`src/rtl/fetch_pkg.sv`:
```
// Shared types and constants for the instruction fetch stage.
// Holds the fetch FSM encoding and the reset PC default.
package fetch_pkg;

  localparam logic [31:0] DEFAULT_RESET_PC = 32'h0040_0000;
  localparam int          INSTR_W          = 32;
  localparam logic [INSTR_W-1:0] NOP_INSTR = '0;

  typedef enum logic [1:0] {
    IDLE  = 2'd0,
    REQ   = 2'd1,
    DRAIN = 2'd2
  } state_t;

endpackage

```
`src/rtl/fetch_skid_buf.sv`:
```
// One-entry holding slot for a fetched word that arrives while decode is stalled.
// Loads in one cycle, pops in one cycle; flush empties it and wins over load.
module fetch_skid_buf
  import fetch_pkg::*;
#(
  parameter int ADDR_W = 32
) (
  input  logic               clk,
  input  logic               areset,
  input  logic               load,
  input  logic               pop,
  input  logic               flush,
  input  logic [ADDR_W-1:0]  load_pc,
  input  logic [INSTR_W-1:0] load_instr,
  output logic               valid,
  output logic [ADDR_W-1:0]  pc,
  output logic [INSTR_W-1:0] instr
);

  always_ff @(posedge clk) begin
    if (areset) begin
      valid <= 1'b0;
      pc    <= '0;
      instr <= NOP_INSTR;
    end else begin
      if (flush)     valid <= 1'b0;
      else if (load) valid <= 1'b1;
      else if (pop)  valid <= 1'b0;
      if (load && !flush) begin
        pc    <= load_pc;
        instr <= load_instr;
      end
    end
  end

endmodule

```
`src/rtl/fetch_unit.sv`:
```
// Fetch stage: sequential PC fetch with redirect; ack->if_valid latency is one cycle.
// Decode stall parks one early word in a skid slot and suppresses new requests until it drains.
module fetch_unit
  import fetch_pkg::*;
#(
  parameter logic [31:0] RESET_PC = DEFAULT_RESET_PC,
  parameter int          ADDR_W   = 32
) (
  input  logic               clk,
  input  logic               areset,
  input  logic               stall,
  input  logic               redirect_valid,
  input  logic [ADDR_W-1:0]  redirect_pc,
  output logic               imem_req,
  output logic [ADDR_W-1:0]  imem_addr,
  input  logic               imem_ack,
  input  logic [INSTR_W-1:0] imem_rdata,
  output logic               if_valid,
  output logic [ADDR_W-1:0]  if_pc,
  output logic [ADDR_W-1:0]  if_pc_plus4,
  output logic [INSTR_W-1:0] if_instr
);

  state_t              state;
  logic [ADDR_W-1:0]   pc;
  logic [ADDR_W-1:0]   pc_inc;
  logic [ADDR_W-1:0]   target;
  logic                ack;
  logic                consume;
  logic                pend_valid;
  logic [ADDR_W-1:0]   pend_pc;
  logic [INSTR_W-1:0]  pend_instr;
  logic                pend_load;
  logic                pend_pop;

  assign pc_inc    = pc + ADDR_W'(4);
  assign target    = {redirect_pc[ADDR_W-1:2], 2'b00};
  // Acks with no request outstanding (e.g. a stale response after reset) are ignored.
  assign ack       = imem_ack && imem_req;
  assign consume   = if_valid && !stall;
  assign pend_load = (state == REQ) && ack && !redirect_valid && if_valid && stall;
  assign pend_pop  = (state == REQ) && consume && pend_valid && !redirect_valid;

  fetch_skid_buf #(.ADDR_W(ADDR_W)) u_skid (
    .clk        (clk),
    .areset     (areset),
    .load       (pend_load),
    .pop        (pend_pop),
    .flush      (redirect_valid),
    .load_pc    (pc),
    .load_instr (imem_rdata),
    .valid      (pend_valid),
    .pc         (pend_pc),
    .instr      (pend_instr)
  );

  always_ff @(posedge clk) begin
    if (areset) begin
      state       <= IDLE;
      pc          <= RESET_PC[ADDR_W-1:0];
      imem_req    <= 1'b0;
      imem_addr   <= RESET_PC[ADDR_W-1:0];
      if_valid    <= 1'b0;
      if_pc       <= '0;
      if_pc_plus4 <= '0;
      if_instr    <= NOP_INSTR;
    end else if (redirect_valid) begin
      if_valid <= 1'b0;
      pc       <= target;
      // An unacked access must complete on the old address; its data is dropped in DRAIN.
      if (imem_req && !imem_ack) begin
        state <= DRAIN;
      end else begin
        state     <= REQ;
        imem_req  <= 1'b1;
        imem_addr <= target;
      end
    end else begin
      case (state)
        IDLE: begin
          state     <= REQ;
          imem_req  <= 1'b1;
          imem_addr <= pc;
        end
        REQ: begin
          if (ack && (!if_valid || !stall)) begin
            if_valid    <= 1'b1;
            if_pc       <= pc;
            if_pc_plus4 <= pc_inc;
            if_instr    <= imem_rdata;
            pc          <= pc_inc;
            imem_addr   <= pc_inc;
          end else if (ack) begin
            pc        <= pc_inc;
            imem_req  <= 1'b0;
            imem_addr <= pc_inc;
          end else if (consume && pend_valid) begin
            if_pc       <= pend_pc;
            if_pc_plus4 <= pend_pc + ADDR_W'(4);
            if_instr    <= pend_instr;
            imem_req    <= 1'b1;
          end else if (consume) begin
            if_valid <= 1'b0;
          end
        end
        DRAIN: begin
          if (ack) begin
            state     <= REQ;
            imem_addr <= pc;
          end
        end
        default: state <= IDLE;
      endcase
    end
  end

endmodule

```
`config.mk`:
```
export PLATFORM = sky130hd
export DESIGN_NAME = fetch_unit
export DESIGN_NICKNAME = d
export VERILOG_FILES = /design/src/rtl/fetch_pkg.sv /design/src/rtl/fetch_skid_buf.sv /design/src/rtl/fetch_unit.sv
export SDC_FILE = /design/constraint.sdc
export NUM_CORES = 1
export LEC_CHECK = 0
export BUFFER_PORTS_ARGS = -buffer_cell sky130_fd_sc_hd__clkbuf_2
export CORE_ASPECT_RATIO = 1.5
export CORE_UTILIZATION = 36
export DETAILED_ROUTE_END_ITERATION = 6
export SKIP_LAST_GASP = 1
export SLEW_MARGIN = 20
export SYNTH_ARGS = -nofsm -noshare
export SYNTH_HDL_FRONTEND = slang
export SYNTH_SLANG_ARGS = --single-unit
```
`constraint.sdc`:
```
create_clock -name clk -period 3.19 [get_ports clk]
set_clock_uncertainty 0.15 [all_clocks]
set_input_delay 0.319 -clock clk [delete_from_list [all_inputs] [get_ports clk]]
set_output_delay 0.319 -clock clk [all_outputs]
set_load 0.02 [all_outputs]
```
# After elaboration in Yosys (flattened, before gate mapping)

Index checks and enable logic that the tools add are counted.

$add $sub $neg: 2
Eq/ne operators: 10
Mux-type cells: 33
Bitwise gates (word level): 1
Reductions and logical operators: 35

Operators with widths:

| kind                    | count |
|---|---|
| $mux W32                | 16 |
| $pmux W32 S3            | 1 |
| $add A32 B3 Y32 const B | 2 |
| $reduce_and A4 Y1       | 4 |
| $logic_and A1 B1 Y1     | 13 |
| $mux W1                 | 11 |
| $reduce_bool A2 Y1      | 5 |
| $ne A4 B3 Y1 const B    | 2 |
| $mux W2                 | 3 |
| $ne A2 B2 Y1 const B    | 3 |
| $ne A3 B3 Y1 const B    | 2 |
| $pmux W2 S3             | 1 |
| $reduce_and A2 Y1       | 3 |
| $reduce_bool A3 Y1      | 2 |
| $logic_not A1 Y1        | 4 |
| $reduce_bool A4 Y1      | 1 |
| $eq A2 B1 Y1 const B    | 1 |
| $eq A2 B2 Y1 const B    | 1 |
| $logic_not A2 Y1        | 1 |
| $ne A2 B1 Y1 const B    | 1 |
| $pmux W1 S2             | 1 |
| $reduce_or A2 Y1        | 1 |
| $logic_or A1 B1 Y1      | 1 |
| $not A1 Y1              | 1 |

Bits in registers: 229
Bits of input ports: 69
Output and inout bits: 130

# Depth between registers and ports, before layout

Depth after elaboration: 8
Depth in mapped cells: 9
Mapped depth without buffers: 6

# Cells and area by module

Synthesis repeated with hierarchy kept, for this count alone.

Cell total of the unflattened synthesis: 1456
Area total of the unflattened synthesis: 12169.2 sq um

By module, submodules not included:

| module         | times used | cells an instance | area each (sq um) | seq. area each (sq um) |
|---|---|---|---|---|
| fetch_unit     | 1          | 1160              | 9136.3            | 3163.0 |
| fetch_skid_buf | 1          | 296               | 3032.9            | 1301.2 |

# Worst setup path after synthesis

No wires, ideal clock.

Path kind: reg2reg
From: reg pc[11]
To: reg pc[30]
Setup time: 0.091 ns
Arrival time: 2.010 ns
Required time: 2.949 ns
Setup slack: 0.939 ns
Cell stages (with the launch flop): 9
Path buffers: 3
Period minus slack after synthesis: 2.251 ns
Cells stage by stage: dfxtp_1 -> buf_2 -> and4_1 -> buf_6 -> nand2_4 -> or3_1 -> clkbuf_2 -> or4_1 -> a311oi_1

Cells in the longest elaborated chain, start to end: 5

Ends and longest elaborated chain:

| element                  | RTL line         | text |
|---|---|---|
| start: declaration       | fetch_unit.sv:25 | `logic [ADDR_W-1:0] pc;` |
| start signal: assignment | fetch_unit.sv:60 | `pc <= RESET_PC[ADDR_W-1:0];` |
| start signal: assignment | fetch_unit.sv:69 | `pc <= target;` |
| start signal: assignment | fetch_unit.sv:91 | `pc <= pc_inc;` |
| $add A32 B3 Y32 *        | fetch_unit.sv:36 | `assign pc_inc = pc + ADDR_W'(4);` |
| $mux W32                 | fetch_unit.sv:93 | `end else if (ack) begin` |
| $mux W32 *               | fetch_unit.sv:86 | `if (ack && (!if_valid \|\| !stall)) begin` |
| $mux W32 *               | fetch_unit.sv:79 | `case (state)` |
| $mux W32 *               | fetch_unit.sv:67 | `end else if (redirect_valid) begin` |

Mark *: on every way between the ends. The rest lies on a longest branch, timed or not. The select of a mux whose other input is x is not followed.
A chain may end at the register's enable or synchronous reset.

# Worst setup path after layout

From: reg pc[13]
To: reg imem_addr[26]

Cells in the longest elaborated chain, start to end: 5

Ends and longest elaborated chain:

| element                | RTL line         | text |
|---|---|---|
| $add A32 B3 Y32 *      | fetch_unit.sv:36 |  |
| $mux W32               | fetch_unit.sv:93 |  |
| $mux W32 *             | fetch_unit.sv:86 |  |
| $pmux W32 S3 *         | fetch_unit.sv:79 |  |
| $mux W32 *             | fetch_unit.sv:67 |  |
| end signal: assignment | fetch_unit.sv:83 | `imem_addr <= pc;` |
| end signal: assignment | fetch_unit.sv:92 | `imem_addr <= pc_inc;` |
| end signal: assignment | fetch_unit.sv:96 | `imem_addr <= pc_inc;` |
| end: declaration       | fetch_unit.sv:15 | `output logic [ADDR_W-1:0] imem_addr,` |

Marks and branches as above.

==> results.cfg <==
[critical_path]
reg2reg_from = pc[13]$_SDFFE_PP0P_
worstPathArrival_ns = 2.95
required_ns = 3.46
crit_start = pc[13]$_SDFFE_PP0P_
worst_path_dominant_cell_family = simple AND/OR/NAND/NOR gates
cp.depth = 6
critPathMaxStageDelay_ns = 0.56
worstSetupStartpointType = flip-flop
cp_max_fo = 20
critPathBufInv = 1
worst-r2r-cell-count = 6
crit_path_end_kind = flip-flop
crit_slowest_cell = dfxtp_1
path_class = reg2reg
worstPathCellList = and4_1 -> nand2_1 -> buf_4 -> nor4_1 -> xnor2_1 -> a221oi_1

[logic_synthesis]
synth_fa_ha_area_share_pct = 0.2282
ys_types = 60
synth-seq-cells = 219
synth_warnings = 0
muxShareOfSynthArea_pct = 0.6390
syn_area_per_cell_sq_um = 7.562
postSynthCellCount = 1450
seq_area_frac_synth_pct = 39.98
synthXorXnorAreaFrac_pct = 5.272
syn_area_sq_um = 10970
synth-compound-area-share_pct = 19.26
synth_edf_count = 0
ys_async_sr_fraction_pct = 0
synth_top_family_by_area = simple AND/OR/NAND/NOR gates
synth_top_flop_cell = dfxtp_1
synth-simple-area-share_pct = 28.17

[pwr]
ir_worst_vdd_mv = 0.2414
p_leak_uw = 0.004760
p_clk_share_pct = 41.7
switching_share_pct = 26.74
comb_power_share_pct = 12.2
intPower_uw = 4633
power_uw = 6323
seqPwrFrac_pct = 46.1
powerDensity_nw_per_um2 = 471.5
p_sw_uw = 1691

[timing]
slew_headroom_pct = 48.97
setup_viol = 0
maxSlewViolCount = 0
max_freq_mhz = 373.2
hold_viol = 0
setup_tns_ns = 0
rsz0062_at_grt = no
worst_pin_slew_ns = 0.7654
period_minus_slack_ns = 2.680
fin_crit_sh_pct = 84.01

[grt]
antenna_found_initial = 0
grt_max_degree = 78
grtUsageTotal_pct = 21.76
grt_pass1_wl_mm = 54.21
grt.overflow.total = 0
first_global_vias = 10130

[route]
via_count = 10810
antenna_left = 0
firstDrtPassIters = 5
drt_iter0_markers = 751
via_per_inst = 5.356
wire_per_inst_microns = 16.93
drc_errors = 0
wirelength_mm = 34.19

[clock_tree]
cts-resized-gates = 0
clkLatencyLatePin_ns = 0.53
post_cts_buffers = 0
cts_root_buffer = clkbuf_16
cts.sinks = 219
cts_buffer_depth = 3
cts_tree = done
hold_buffers = 47
cts_buffers = 23
path_clk_slew_ns = 0.06
cts_max_level = 1

[hold_path]
hold_depth = 3
min_path_type = in2reg
hp-start = redirect_pc[24]

[job]
drv_cap = 0

[finish]
final_cell_mix = nand2_1 (342), dfxtp_1 (219), clkbuf_2 (189)
final_common_cell = nand2_1
diodes = 0
nets = 1680
layout-drive-gt1-share_pct = 17.61
area_growth_pct = 22.30

[die]
dieArea_sq_um = 31180
die_h_microns = 215.8
core-area_sq_um = 29670
io_pins = 199
fp-row-count = 77
initial_utilization_pct = 36.95
fp.dieW_microns = 144.5

[place]
place_congestion = 0.8697
hpwlAfterDp_mm = 23.24
numPortBuffers = 190

[run_status]
status = completed
## worst register-to-register path, delay by kind of cell, from the launching register on
| kind | cells | cell delay [ns] |
|---|---|---|
| xor gates and xnor gates | 1 | 0.13 |
| DFF | 1 | 0.56 |
| buffers and inverters | 1 | 0.34 |
| and+or+nand+nor | 3 | 1.12 |
| AOI/OAI and AO/OA | 1 | 0.28 |
## power by group through the flow
stage | clock network (uW) | registers [uW] | logic [uW]
floorplan | 0 | 3000 | 427
finish | 2640 | 2920 | 768
CTS | 2710 | 2910 | 770
detailed placement | 0 | 2970 | 721
global route | 2820 | 2930 | 841
global placement | 0 | 2970 | 720
## layer usage
metal / track usage [%] / wire length [microns] / part of all wire [%]
met1: 27.76 / 14930 / 44
met4: 7.298 / 919 / 2.7
met5: 0 / 0 / 0
met2: 37.04 / 16330 / 48
met3: 3.084 / 2013 / 5.9
## metrics by stage
step / hold WS, ns / util [%] / worst slack [ns] / area (sq um) / cells
3_5_place_dp: 0.2967 / 41.16 / 0.5536 / 12210 / 1932
5_1_grt: 0.03115 / 45.19 / 0.3191 / 13410 / 2019
4_1_cts: 0.001509 / 45.19 / 0.5218 / 13410 / 2019
3_3_place_gp: 0.2890 / 41.16 / 0.6316 / 12210 / 1932
6_report: 0.004283 / 45.19 / 0.5102 / 13410 / 2019
2_1_floorplan: 0.2866 / - / 0.9395 / 10980 / 1455
## registers in the layout, indices dropped and copies added (netlist names)
name          cells
imem_addr        30
u_skid.instr     32
u_skid.pc        30
if_instr         32
if_pc_plus4      30
pc               30
state             2
if_pc            30
u_skid.valid      1
imem_req          1
if_valid          1
## worst paths after layout
kind	to	slack [ns]
worst max-delay path	imem_addr[26]$_SDFFE_PP0P_	0.51
worst min-delay path	pc[24]$_SDFFE_PP0P_	0.004
worst max register to register	imem_addr[26]$_SDFFE_PP0P_	0.51
worst min register to register	u_skid.instr[21]$_SDFFE_PP0P_	0.30
## cells by family (layout without fill, tap and decap cells)
group / Yosys count / after routing
flip-flops: 219 / 219
XOR/XNOR: 66 / 66
other: 1 / 6
buffers and inverters: 167 / 336
AND/OR/NAND/NOR: 683 / 683
AO/OA/AOI/OAI: 305 / 305
multiplexers: 7 / 7
adder cells (fa/ha/maj): 2 / 2
## Yosys cell counts, drive strengths merged (6+ instances only)
library cell / number / area, sq um
o32ai: 7 / 61.31
xor2: 19 / 166.4
or4: 8 / 60.06
nor3: 57 / 285.3
o21ai: 21 / 105.1
o211ai: 16 / 120.1
nand2b: 19 / 118.9
o31ai: 12 / 90.09
or3: 7 / 43.79
o21a: 6 / 45.04
a31oi: 8 / 50.05
nor4: 38 / 244.0
o31a: 12 / 105.1
a311oi: 65 / 569.3
nand3: 42 / 215.2
nor3b: 6 / 45.04
clkbuf: 122 / 459.2
and2: 6 / 37.54
nor2: 104 / 390.4
inv: 8 / 30.03
mux2i: 7 / 70.07
xnor2: 47 / 411.6
buf: 35 / 206.4
dfxtp: 219 / 4384
a211oi: 15 / 112.6
and4: 8 / 70.07
nand2: 344 / 1299
and3: 17 / 106.4
a21oi: 107 / 535.5
nand4: 22 / 137.6
## final cells by class
type,instances,area [sq um]
clock buffers,32,659.4
clock inverters,8,67.56
fillers,3042,16260
inverters,10,37.54
multi-input cells,1069,5922
flip-flops and latches,219,4384
well taps,395,494.2
repair buffers,286,1846
No activity file was read; power rests on OpenSTA's default activity.
